### src/rtl/clkgate_seq.sv
// clkgate_seq: enable sequencer for a two-stage clock-gating block.
// Turns level requests into ordered gate-enable steps (sw0 before sw1 on the
// way up, sw1 before sw0 on the way down), holds every enable change for
// SETTLE cycles, and keeps each stable level for at least MINON cycles.
// Ports:
//   clk      system clock
//   rst      synchronous active-high reset
//   req_vld  level request valid
//   req_lvl  requested level (0 gated, 1 stage0, 2/3 both stages)
//   req_rdy  request accepted when req_vld & req_rdy at a rising edge
//   ack      one-cycle pulse when the requested level is reached
//   busy     high in any transition state
//   cur_lvl  currently settled level (0/1/2)
//   sw0      stage-0 gate enable (registered)
//   sw1      stage-1 gate enable (registered)
module clkgate_seq #(
  parameter int unsigned SETTLE = 4,
  parameter int unsigned MINON  = 2
) (
  input  logic       clk,
  input  logic       rst,
  input  logic       req_vld,
  input  logic [1:0] req_lvl,
  output logic       req_rdy,
  output logic       ack,
  output logic       busy,
  output logic [1:0] cur_lvl,
  output logic       sw0,
  output logic       sw1
);

  localparam int unsigned CW = 8;
  localparam logic [CW-1:0] SETTLE_LAST = CW'(SETTLE - 1);
  localparam logic [CW-1:0] MINON_CNT   = CW'(MINON);
  localparam logic [CW-1:0] CNT_SAT     = '1;

  typedef enum logic [2:0] {
    ST_L0  = 3'd0,
    ST_L1  = 3'd1,
    ST_L2  = 3'd2,
    ST_UP0 = 3'd3,
    ST_UP1 = 3'd4,
    ST_DN1 = 3'd5,
    ST_DN0 = 3'd6
  } state_e;

  state_e        state_q, state_d;
  logic [1:0]    tgt_q, tgt_d;
  logic [CW-1:0] settle_q, settle_d;
  logic [CW-1:0] dwell_q, dwell_d;
  logic          ack_q, ack_d;
  logic          busy_q, busy_d;
  logic [1:0]    cur_lvl_q, cur_lvl_d;
  logic          sw0_q, sw0_d;
  logic          sw1_q, sw1_d;

  logic          stable_q;
  logic          accept;
  logic          same_acc;
  logic [1:0]    req_lvl_sat;

  // Stable-level flag and request handshake, derived only from registers.
  assign stable_q    = (state_q == ST_L0) || (state_q == ST_L1) || (state_q == ST_L2);
  assign req_rdy     = stable_q && (dwell_q >= MINON_CNT);
  assign accept      = req_vld && req_rdy;
  assign req_lvl_sat = (req_lvl == 2'd3) ? 2'd2 : req_lvl;

  // State register and datapath/output registers.
  always_ff @(posedge clk) begin
    if (rst) begin
      state_q   <= ST_L0;
      tgt_q     <= 2'd0;
      settle_q  <= '0;
      dwell_q   <= CNT_SAT;
      ack_q     <= 1'b0;
      busy_q    <= 1'b0;
      cur_lvl_q <= 2'd0;
      sw0_q     <= 1'b0;
      sw1_q     <= 1'b0;
    end else begin
      state_q   <= state_d;
      tgt_q     <= tgt_d;
      settle_q  <= settle_d;
      dwell_q   <= dwell_d;
      ack_q     <= ack_d;
      busy_q    <= busy_d;
      cur_lvl_q <= cur_lvl_d;
      sw0_q     <= sw0_d;
      sw1_q     <= sw1_d;
    end
  end

  // Next-state logic: request acceptance and settle-interval sequencing.
  always_comb begin
    state_d  = state_q;
    tgt_d    = tgt_q;
    settle_d = settle_q;
    dwell_d  = (dwell_q == CNT_SAT) ? CNT_SAT : dwell_q + CW'(1);
    same_acc = 1'b0;

    if (stable_q) begin
      if (accept) begin
        tgt_d    = req_lvl_sat;
        settle_d = '0;
        if (req_lvl_sat == cur_lvl_q) begin
          // Same level: ack only, dwell keeps counting.
          same_acc = 1'b1;
        end else if (req_lvl_sat > cur_lvl_q) begin
          state_d = (state_q == ST_L0) ? ST_UP0 : ST_UP1;
        end else begin
          state_d = (state_q == ST_L2) ? ST_DN1 : ST_DN0;
        end
      end
    end else begin
      // Dwell held at zero so it starts from zero on stable-state entry.
      dwell_d = '0;
      if (settle_q == SETTLE_LAST) begin
        settle_d = '0;
        case (state_q)
          ST_UP0:  state_d = (tgt_q == 2'd2) ? ST_UP1 : ST_L1;
          ST_UP1:  state_d = ST_L2;
          ST_DN1:  state_d = (tgt_q == 2'd0) ? ST_DN0 : ST_L1;
          ST_DN0:  state_d = ST_L0;
          default: state_d = ST_L0;
        endcase
      end else begin
        settle_d = settle_q + CW'(1);
      end
    end
  end

  // Output logic: next values of the registered outputs from the next state.
  always_comb begin
    sw0_d     = 1'b0;
    sw1_d     = 1'b0;
    busy_d    = 1'b0;
    cur_lvl_d = cur_lvl_q;
    ack_d     = same_acc;
    case (state_d)
      ST_L0: begin
        cur_lvl_d = 2'd0;
        ack_d     = same_acc || busy_q;
      end
      ST_L1: begin
        sw0_d     = 1'b1;
        cur_lvl_d = 2'd1;
        ack_d     = same_acc || busy_q;
      end
      ST_L2: begin
        sw0_d     = 1'b1;
        sw1_d     = 1'b1;
        cur_lvl_d = 2'd2;
        ack_d     = same_acc || busy_q;
      end
      ST_UP0: begin
        sw0_d  = 1'b1;
        busy_d = 1'b1;
      end
      ST_UP1: begin
        sw0_d  = 1'b1;
        sw1_d  = 1'b1;
        busy_d = 1'b1;
      end
      ST_DN1: begin
        sw0_d  = 1'b1;
        busy_d = 1'b1;
      end
      ST_DN0: begin
        busy_d = 1'b1;
      end
      default: begin
        cur_lvl_d = 2'd0;
      end
    endcase
  end

  assign ack     = ack_q;
  assign busy    = busy_q;
  assign cur_lvl = cur_lvl_q;
  assign sw0     = sw0_q;
  assign sw1     = sw1_q;

endmodule

### config.mk
export PLATFORM = sky130hd
export DESIGN_NAME = clkgate_seq
export DESIGN_NICKNAME = d
export VERILOG_FILES = /design/src/rtl/clkgate_seq.sv
export SDC_FILE = /design/constraint.sdc
export NUM_CORES = 1
export LEC_CHECK = 0
export CORE_AREA = 2 2 96 71
export DETAILED_ROUTE_END_ITERATION = 10
export DIE_AREA = 0 0 98 73
export MAX_ROUTING_LAYER = met4
export PLACE_DENSITY = 0.38
export SETUP_SLACK_MARGIN = 0.15
export SYNTH_ARGS = -nofsm -noshare
export SYNTH_HDL_FRONTEND = slang
export SYNTH_SLANG_ARGS = --single-unit
### constraint.sdc
create_clock -name clk -period 3.39 [get_ports clk]
set_input_delay 0.678 -clock clk [delete_from_list [all_inputs] [get_ports clk]]
set_output_delay 0.678 -clock clk [all_outputs]
set_load 0.01 [all_outputs]
=== Word-level counts from Yosys, hierarchy flattened ===
Index checks and enable logic that the tools add are counted.

* Word-level logic and storage cells: 67
* Register bits: 27
* Bits of input ports: 5
* Output and inout bits: 7

* Magnitude comparators: 2
* Mux-type cells: 24
* Reduce and logical (&&, ||, !) cells: 13
* Equality and inequality tests: 17
* $add $sub $neg: 2

{| class="wikitable"
|+ Operators by type and width
! kind !! number
|-
| $mux 8 || 5
|-
| $mux 3 || 8
|-
| $add 8x1->8 const B || 2
|-
| $eq 3x3->1 const B || 5
|-
| $eq 3x2->1 const B || 4
|-
| $pmux 3 s3 || 1
|-
| $eq 8x2->1 const B || 1
|-
| $eq 8x8->1 const B || 1
|-
| $ge 8x2->1 const B || 1
|-
| $mux 1 || 7
|-
| $eq 3x1->1 const B || 2
|-
| $logic_not 3->1 || 2
|-
| $pmux 2 s3 || 1
|-
| $reduce_or 5->1 || 1
|-
| $eq 2x2->1 const B || 2
|-
| $mux 2 || 2
|-
| $reduce_or 4->1 || 1
|-
| $logic_or 1x1->1 || 3
|-
| $reduce_or 3->1 || 1
|-
| $eq 2x2->1 || 1
|-
| $gt 2x2->1 || 1
|-
| $logic_and 1x1->1 || 2
|-
| $logic_not 2->1 || 1
|-
| $ne 2x1->1 const B || 1
|-
| other kinds (2) || 2
|}

=== Longest topological paths before layout ===
Gate-level depths: netlist of run 1.

* Word-level depth: 10
* Mapped depth: 8
* Depth with buffers taken out: 8

=== Worst setup path after synthesis of run 1 ===
No wires, ideal clock.

* Kind: input port to flip-flop
* Start: input port req_lvl[1]
* End: register cur_lvl_q[0], in the netlist cur_lvl[0]
* Stages: 8
* Setup time: 0.103 ns
* Path slack: 0.785 ns
* Path buffers: 0
* Arrival: 2.502 ns
* Required time: 3.287 ns
* Cell sequence: nand2b_1 -> ha_1 -> nand2_1 -> o21ai_0 -> o311ai_0 -> o311a_4 -> nor2_1 -> a2111oi_2

* Longest elaborated chain between the ends: 10
* Elaborated cells on any way between the ends: 16
* Those cells by class: order compare: 1; eq/ne: 8; mux: 6; reduce/logical: 1

{| class="wikitable"
|+ Ends and longest elaborated chain
! element !! line !! text
|-
| start, declared || 23 || <nowiki>input logic [1:0] req_lvl,</nowiki>
|-
| $eq 2x2->1 || 66 || <nowiki>assign req_lvl_sat = (req_lvl == 2'd3) ? 2'd2 : req_lvl;</nowiki>
|-
| $mux 2 (*) || 66 ||
|-
| $gt 2x2->1 || 108 || <nowiki>end else if (req_lvl_sat > cur_lvl_q) begin</nowiki>
|-
| $mux 3 || 108 ||
|-
| $mux 3 (*) || 105 || <nowiki>if (req_lvl_sat == cur_lvl_q) begin</nowiki>
|-
| $mux 3 (*) || 102 || <nowiki>if (accept) begin</nowiki>
|-
| $mux 3 (*) || 101 || <nowiki>if (stable_q) begin</nowiki>
|-
| $eq 3x3->1 or $eq 3x2->1 (tied branches) || 139 || <nowiki>case (state_d)</nowiki>
|-
| $reduce_or 4->1 (no line) || n/a ||
|-
| $pmux 2 s3 || 139 ||
|-
| end signal, assigned || 87 || <nowiki>cur_lvl_q <= cur_lvl_d;</nowiki>
|-
| end, declared || 53 || <nowiki>logic [1:0] cur_lvl_q, cur_lvl_d;</nowiki>
|}

Every way passes the cells marked *; elsewhere a longest branch is shown, timed or not.
A chain may end at the register's enable or synchronous reset.

=== Final worst setup path of run 1 ===
Same ends and word-level chain as after synthesis.

==> flow_summary.toml, run 1 <==
[critical_path]
crit_chain = "clkdlybuf4s50_1, nand2b_1, ha_1, nand2_1, o21ai_0, o311ai_0, o311a_4, nor2_1, a2111oi_2"
cp-end-kind = "flip-flop"
crit_buf_inv = 1
crit_slowest_cell = "clkdlybuf4s50_1"
path_class = "in -> reg"
worstPathMaxFanout = 8
critPathRequiredTime_ns = 3.58
critPathLaunchType = "input port"
cp.arrival_ns = 3.01
cpPeakStageDelay_ns = 0.45
critPathTopFamily = "compound AO/OA/AOI/OAI gates"

[layout]
layout_commonest_cell = "dfxtp_1"
ff_latch_area_um2 = 541
multiInputGateArea_um2 = 917
final_util = 0.275
layout-drive-gt1-share = 0.118
antennaDiodeCount = 0
area_growth_pct = 15.6
final_cell_mix = "dfxtp_1 (27), a21oi_1 (17), nand2_1 (16)"
num-nets-final = 198
nFillCells = 689

[min_path]
hold_class = "reg -> reg"

[placed_design]
numPortBuffers = 11
dp_hpwl_um = 2760
gp_congestion = 0.876

[power]
p_per_area_nw_per_um2 = 856
ir_drop_v = 0.000227
power_leakage_nw = 0.625

[floorplan]
die_h_um = 73
die-width_um = 98
core_region_area_um2 = 6350
num_io_pins = 12
die-area_um2 = 7150
initial_core_util = 0.238
num_rows = 25

[global_route]
grt-ovfl-total = 0
grt_pass1_vias = 1246
grt_max_degree = 17
grt_util_all_layers = 0.111
grt_pass1_wl_um = 6210
antenna_found_initial = 0

[clock_network]
hold_buffers = 0
clock_path_buffers = 2
htree_levels = 1
cts.clk_slew.worst_paths_ns = 0.10
cts_setup_buffers = 0
cts-buffers-inserted = 3
cts_resized = 0
cts_tree = "done"
clkLatencyLatePin_ns = 0.28
root_buffer = "clkbuf_8"
numClockSinks = 27

[drt]
viasPerCell = 4.81
dr.pass1.iters = 4
ant_nets = 0
first_iter_violations = 64
drc = 0
routed_wl_um = 3620
routedWlPerCell_um = 13.5
dr_total_vias = 1290

[timing]
hold_viol_final = 0
finalSetupTns_ns = 0
finClkSkew_ns = 0.00867
maxSlewHeadroom = 0.641
finalCritPeriodShare = 0.831
fmaxAchievable_ghz = 0.355
slew_viol_final = 0
worst_pin_slew_ns = 0.538
fin_crit_ns = 2.82
setup_viol_count_final = 0
rsz0062_at_grt = "no"

[synth]
ys_warn_count = 0
synth-main-ff-cell = "dfxtp_1"
syn_area_um2 = 1510
synth-seq-cells = 27
syn_inst = 179
synth_seq_area_share = 0.357
synth_cell_types = 49
ys_async_sr_fraction = 0
synth.avg_cell_area_um2 = 8.45
synth_edf_count = 0
synth_nets = 189

[run]
drv_cap = 0

[outcome]
status = "completed"
## synthesized netlist by cell type (all sizes together) (2+ instances only)
cell type / count / area [um^2]
o211ai: 2 / 15.0
and3: 6 / 45.0
a21oi: 17 / 85.1
a311oi: 2 / 17.5
nand3: 4 / 20.0
a31oi: 3 / 18.8
a21o: 2 / 15.0
nor3: 2 / 10.0
inv: 5 / 18.8
nor4: 3 / 18.8
nand2b: 3 / 18.8
o21bai: 3 / 22.5
a211oi: 4 / 30.0
dfxtp: 27 / 541
nand3b: 4 / 30.0
nand2: 16 / 60.1
buf: 2 / 10.0
nor3b: 2 / 15.0
a2111oi: 2 / 42.5
or2: 7 / 43.8
or4: 2 / 22.5
nor2: 16 / 62.6
o21ai: 11 / 55.1
clkbuf: 7 / 26.3
xnor2: 5 / 43.8
ha: 5 / 62.6
## worst paths after layout
path / endpoint / from / cells after the start / slack (ns)
hold reg to reg: settle_q[1] / settle_q[1] / 2 / 0.48
setup reg to reg: cur_lvl[1] / settle_q[0] / 7 / 0.83
setup / recovery: cur_lvl[0] / req_lvl[1] / 9 / 0.57
hold / removal: settle_q[1] / settle_q[1] / 2 / 0.48
## through the flow
stage | power [mW] | worst slack [ns] | instances | cell area, um^2 | hold slack, ns
floorplan | 1.09 | 0.785 | 179 | 1510 | 0.444
global placement | 1.30 | 0.365 | 264 | 1700 | 0.455
detailed placement | 1.31 | 0.295 | 264 | 1700 | 0.470
CTS | 1.51 | 0.560 | 268 | 1750 | 0.484
global route | 1.63 | 0.405 | 268 | 1750 | 0.512
finish | 1.50 | 0.574 | 268 | 1750 | 0.481
## area by class of cell
cell class                 count  share of cell area
inverter                       5              0.0107
multi-input combinational    138               0.525
tap                           81              0.0580
timing repair buffer          13              0.0716
sequential                    27               0.309
clock buffer                   4              0.0258
## layer usage
metal | vias to the layer above | share of wire | GRT usage
met1 | 606 | 0.55 | 0.155
met3 | 4 | 0.020 | 0.0287
met5 | - | 0 | -
met4 | 0 | 0.0066 | 0.0231
met2 | 11 | 0.42 | 0.164
li1 | 669 | - | -
## state kept, by name, summed over array words and instances (netlist names)
register	count
dwell_q	8
sw0	1
cur_lvl	2
sw1	1
tgt_q	2
settle_q	8
ack	1
state_q	3
busy	1
## logic make-up (layout without fill, tap and decap cells)
logic type | after synthesis | in the layout | synth area share
compound gates | 56 | 56 | 0.271
fa+ha+maj | 5 | 5 | 0.0414
xor+xnor | 6 | 6 | 0.0347
simple gates | 70 | 70 | 0.252
mux | 1 | 1 | 0.00662
flops | 27 | 27 | 0.357
buf+inv | 14 | 22 | 0.0364
## power breakdown
group / internal (mW) / switching (mW)
logic: 0.361 / 0.414
clock network: 0.0845 / 0.107
registers: 0.411 / 0.120
## worst min-delay path: stages (launching register included)
cell     delay (ns)
dfxtp_1        0.33
nand2_1        0.06
a21oi_1        0.05
Note: power is estimated with default switching activity, not from simulation.
==> run 2, diff against run 1 <==
Settings changed: PLACE_DENSITY 0.38 to 0.39.
Clock period 3.39 ns to 2.55 ns, I/O delays scaled along.
==> run 2 against run 1 <==
Non-clock buffer count up 15. Sequential power up 35%. Clock power up 35%. Die area unchanged. Critical path depth unchanged. Total power up 49%. Register-to-register slack worse by 0.59 ns. Routed wire length up 7.4%. Critical path type unchanged. Clock skew down 0.0068 ns. Global-route usage up 0.48 points. Count of clock-buffer cells in the layout down 1. Utilization up 2.9 points.
==> flow_summary.toml, run 2 (same netlist as run 1, synthesis figures left out) <==
[drt]
met3_length_um = 114
routed.top_layer = "met4"
drc = 0
met2WireLength_um = 1740
dr.pass1.iters = 4
ant_nets = 0
routed_wl_um = 3880
drt-met1-wl_um = 2000
first_iter_violations = 84
dr_total_vias = 1386
viasPerCell = 4.90
routedWlPerCell_um = 13.7

[layout]
top_regs = "dwell_q: 8 flops, settle_q: 8 flops, state_q: 3 flops"
instances_no_fill = 283
antennaDiodeCount = 0
layout-drive-gt1-share = 0.262
area_growth_pct = 27.9
num-nets-final = 213
layout_commonest_cell = "dfxtp_1"
final_util = 0.305
final_cell_mix = "dfxtp_1 (24), a21oi_1 (16), buf_4 (16)"

[floorplan]
num_rows = 25
core_region_area_um2 = 6350
die_h_um = 73
die-width_um = 98
die-area_um2 = 7150
num_io_pins = 12
initial_core_util = 0.238

[power]
p_per_area_nw_per_um2 = 1150
p_sw_frac = 0.424
power_leakage_nw = 0.720
p_sw_mw = 0.946
pwr-share-seq = 0.322
ir_drop_v = 0.000306
internal_power_mw = 1.29
pwr-share-comb = 0.563
p_clk_frac = 0.115

[clock_network]
cts_tree = "done"
clock_path_buffers = 2
clkLatencyLatePin_ns = 0.28
cts.clk_slew.worst_paths_ns = 0.10
htree_levels = 1
root_buffer = "clkbuf_8"
cts-buffers-inserted = 3
numClockSinks = 27
hold_buffers = 0

[critical_path]
crit_buf_inv = 1
crit_slowest_cell = "clkdlybuf4s50_1"
cpPeakStageDelay_ns = 0.46
crit_chain = "clkdlybuf4s50_1, nand2b_1, ha_1, a21bo_2, a211oi_1, o22a_1, a221o_2, nor2_2, a2111oi_2"
critPathLaunchType = "input port"
critPathRequiredTime_ns = 2.74
cp-end-kind = "flip-flop"
worstPathMaxFanout = 6
critPathTopFamily = "compound AO/OA/AOI/OAI gates"
cp.arrival_ns = 2.50
path_class = "in -> reg"

[timing]
rsz0062_at_grt = "yes"
finClkSkew_ns = 0.00185
slew_viol_final = 0
setup_viol_count_final = 0
hold_viol_final = 0
fmaxAchievable_ghz = 0.433
maxSlewHeadroom = 0.696
finalCritPeriodShare = 0.906
worst_pin_slew_ns = 0.455
fin_crit_ns = 2.31
setup_slack_ns = 0.240

[global_route]
grt-ovfl-total = 0
grt_util_all_layers = 0.116
grt_pass1_vias = 1329
grt_pass1_wl_um = 6560
antenna_found_initial = 0
grt_max_degree = 25

[placed_design]
numPortBuffers = 11
dp_hpwl_um = 2780
post-place-ws_ns = -0.273
dp.cells = 276
gp_congestion = 0.844

[min_path]
hold_class = "reg -> reg"

[outcome]
status = "completed"

[run]
drv_cap = 0
## run 2: metrics by stage
step | hold WS, ns | power, mW | TNS [ns] | cell area (um^2)
3_5_place_dp | 0.472 | 1.84 | -1.59 | 1790
6_report | 0.473 | 2.23 | 0 | 1930
5_1_grt | 0.518 | 2.42 | 0 | 1930
2_1_floorplan | 0.444 | 1.46 | 0 | 1510
4_1_cts | 0.488 | 2.19 | 0 | 1880
3_3_place_gp | 0.458 | 1.82 | -1.17 | 1790
## run 2: worst paths after layout
kind	startpoint	to	slack [ns]	cells after the start
worst max-delay path	req_lvl[0]	cur_lvl[0]	0.24	9
worst min-delay path	settle_q[1]	settle_q[1]	0.47	2
worst max register to register	settle_q[0]	cur_lvl[1]	0.24	7
worst min register to register	settle_q[1]	settle_q[1]	0.47	2
## run 2: routing by layer
metal,global-route usage,vias up
met5,-,-
met4,0.0185,0
met3,0.0287,5
met2,0.183,16
met1,0.155,668
li1,-,697
## run 2: area by class of cell
cell class,count,area [um^2]
Fill cell,676,4420
Multi-Input combinational cell,138,980
Sequential cell,27,544
Timing Repair Buffer,28,244
Tap cell,81,101
Clock buffer,3,41.3
Inverter,5,18.8
Clock inverter,1,5.00
## run 2: worst min-delay path, stage by stage, from the launching register on
cell	delay, ns
dfxtp_2	0.34
nand2_1	0.05
a21oi_1	0.05
## run 2: power by group through the flow
stage / sequential (mW) / clock, mW / combinational, mW
after floorplan: 0.661 / 0 / 0.796
after global placement: 0.713 / 0 / 1.11
after detailed placement: 0.714 / 0 / 1.13
after CTS: 0.713 / 0.272 / 1.20
after global routing: 0.743 / 0.286 / 1.39
final: 0.718 / 0.258 / 1.26
## run 2: repair_timing
action	in CTS	in global routing
setup buffers	1	2
setup endpoints to repair	7	8
pin swaps	2	7
gates resized for setup	10	10
==> run 3, diff against run 2 <==
Settings changed: CAP_MARGIN set to 30, MAX_ROUTING_LAYER met4 to not set, SLEW_MARGIN set to 20.
==> run 3 against run 2 <==
Via count unchanged. Register-to-register slack about the same. Maximum frequency about the same. Flip-flop and latch count unchanged. Count of clock-buffer cells in the layout unchanged. Cell count unchanged. Non-clock buffer count unchanged. Largest power group unchanged.
==> flow_summary.toml, run 3 (same netlist as run 1, synthesis figures left out) <==
[outcome]
status = "completed"

[floorplan]
num_rows = 25
die-area_um2 = 7150
core_region_area_um2 = 6350
num_io_pins = 12
die-width_um = 98
initial_core_util = 0.238
die_h_um = 73

[power]
p_total_mw = 2.23
p_per_area_nw_per_um2 = 1150
ir_drop_v = 0.000306
power_leakage_nw = 0.720

[drt]
routedWlPerCell_um = 13.7
ant_nets = 0
viasPerCell = 4.90
dr.pass1.iters = 4
routed_wl_um = 3880
first_iter_violations = 85
drc = 0
dr_total_vias = 1386

[timing]
rsz0062_at_grt = "yes"
setup_viol_count_final = 0
hold_viol_final = 0
fin_crit_ns = 2.31
slew_viol_final = 0
finClkSkew_ns = 0.00187
worst_pin_slew_ns = 0.455
maxSlewHeadroom = 0.696
finalCritPeriodShare = 0.906
fmaxAchievable_ghz = 0.433

[critical_path]
cp-endpoint = "cur_lvl[0]"
critPathTopFamily = "compound AO/OA/AOI/OAI gates"
crit_buf_inv = 1
critPathLaunchType = "input port"
cpPeakStageDelay_ns = 0.46
worstPathMaxFanout = 6
crit_slowest_cell = "clkdlybuf4s50_1"
reg2reg_from = "settle_q[0]"
timing.rr.end = "cur_lvl[1]"
cp.arrival_ns = 2.50
cp-end-kind = "flip-flop"
critical_path_depth = 9
worstSetupStartpoint = "req_lvl[0]"
crit_chain = "clkdlybuf4s50_1, nand2b_1, ha_1, a21bo_2, a211oi_1, o22a_1, a221o_2, nor2_2, a2111oi_2"
r2r_setup_slack_ns = 0.24
critPathRequiredTime_ns = 2.74
r2r_cells = 7
path_class = "in -> reg"

[layout]
instances_no_fill = 283
num-nets-final = 213
top_regs = "dwell_q: 8 flops, settle_q: 8 flops, state_q: 3 flops"
area_growth_pct = 27.9
layout-drive-gt1-share = 0.262
antennaDiodeCount = 0
final_cell_mix = "dfxtp_1 (24), a21oi_1 (16), buf_4 (16)"
layout_commonest_cell = "dfxtp_1"

[clock_network]
root_buffer = "clkbuf_8"
htree_levels = 1
cts.clk_slew.worst_paths_ns = 0.10
clkLatencyLatePin_ns = 0.28
clock_path_buffers = 2
cts_tree = "done"
numClockSinks = 27
cts-buffers-inserted = 3
hold_buffers = 0

[placed_design]
numPortBuffers = 11
dp_hpwl_um = 2780
dp.cells = 276
gp_congestion = 0.831

[run]
drv_cap = 0

[global_route]
grt_max_degree = 25
grt_pass1_vias = 1329
grt_util_all_layers = 0.113
grt_pass1_wl_um = 6560
grt-ovfl-total = 0
antenna_found_initial = 0

[min_path]
hold_class = "reg -> reg"
-- run 3: cell counts in the layout (fill, tap and decap cells not counted) --
Identical to the previous run, type by type.
-- run 3: area by class of cell --
type | instances | area [um^2]
tap | 81 | 101
inverter | 5 | 18.8
clock inverter | 1 | 5.00
fill | 676 | 4420
sequential | 27 | 544
timing repair buffer | 28 | 244
multi-input combinational | 138 | 980
clock buffer | 3 | 41.3
-- run 3: tightest hold or removal path, delay by kind of cell (launching register included) --
family	cells	cell delay (ns)
DFF	1	0.34
and+or+nand+nor	1	0.05
AOI/OAI and AO/OA	1	0.05
-- run 3: how the worst min path moves through the flow --
stage / start / end / slack, ns / cells past startpoint
after floorplan: settle_q[7] / settle_q[7] / 0.44 / 1
after global placement: settle_q[1] / settle_q[1] / 0.46 / 2
after detailed placement: settle_q[1] / settle_q[1] / 0.47 / 2
after CTS: settle_q[1] / settle_q[1] / 0.49 / 2
after global routing: settle_q[1] / settle_q[1] / 0.52 / 2
final: settle_q[1] / settle_q[1] / 0.47 / 2
-- run 3: per-layer routing --
metal	up-vias	part of all wire	GRT usage
met4	0	0.0041	0.0185
met2	18	0.45	0.183
met5	-	0	0
met3	3	0.029	0.0287
li1	697	-	-
met1	668	0.52	0.155
-- run 3: power breakdown --
| group | leakage, nW | internal [mW] | switching, mW | total, mW |
|---|---|---|---|---|
| Combinational | 0.472 | 0.627 | 0.629 | 1.26 |
| Sequential | 0.223 | 0.549 | 0.169 | 0.718 |
| Clock | 0.0255 | 0.110 | 0.148 | 0.258 |
-- run 3: stage by stage --
stage | util | hold slack (ns) | worst slack (ns) | instance area, um^2 | setup TNS (ns)
2_1_floorplan | - | 0.444 | 0.189 | 1510 | 0
3_3_place_gp | 0.282 | 0.458 | -0.228 | 1790 | -1.17
3_5_place_dp | 0.282 | 0.472 | -0.273 | 1790 | -1.59
4_1_cts | 0.295 | 0.488 | 0.157 | 1880 | 0
5_1_grt | 0.305 | 0.518 | 0.141 | 1930 | 0
6_report | 0.305 | 0.473 | 0.240 | 1930 | 0
-- run 3: timing repair --
item / CTS / global route
setup endpoints to repair: 7 / 8
buffers inserted: 1 / 2
resized for setup: 10 / 10
endpoints found under the hold margin: 0 / 0
pin swaps: 2 / 7
gates cloned: 0 / 0
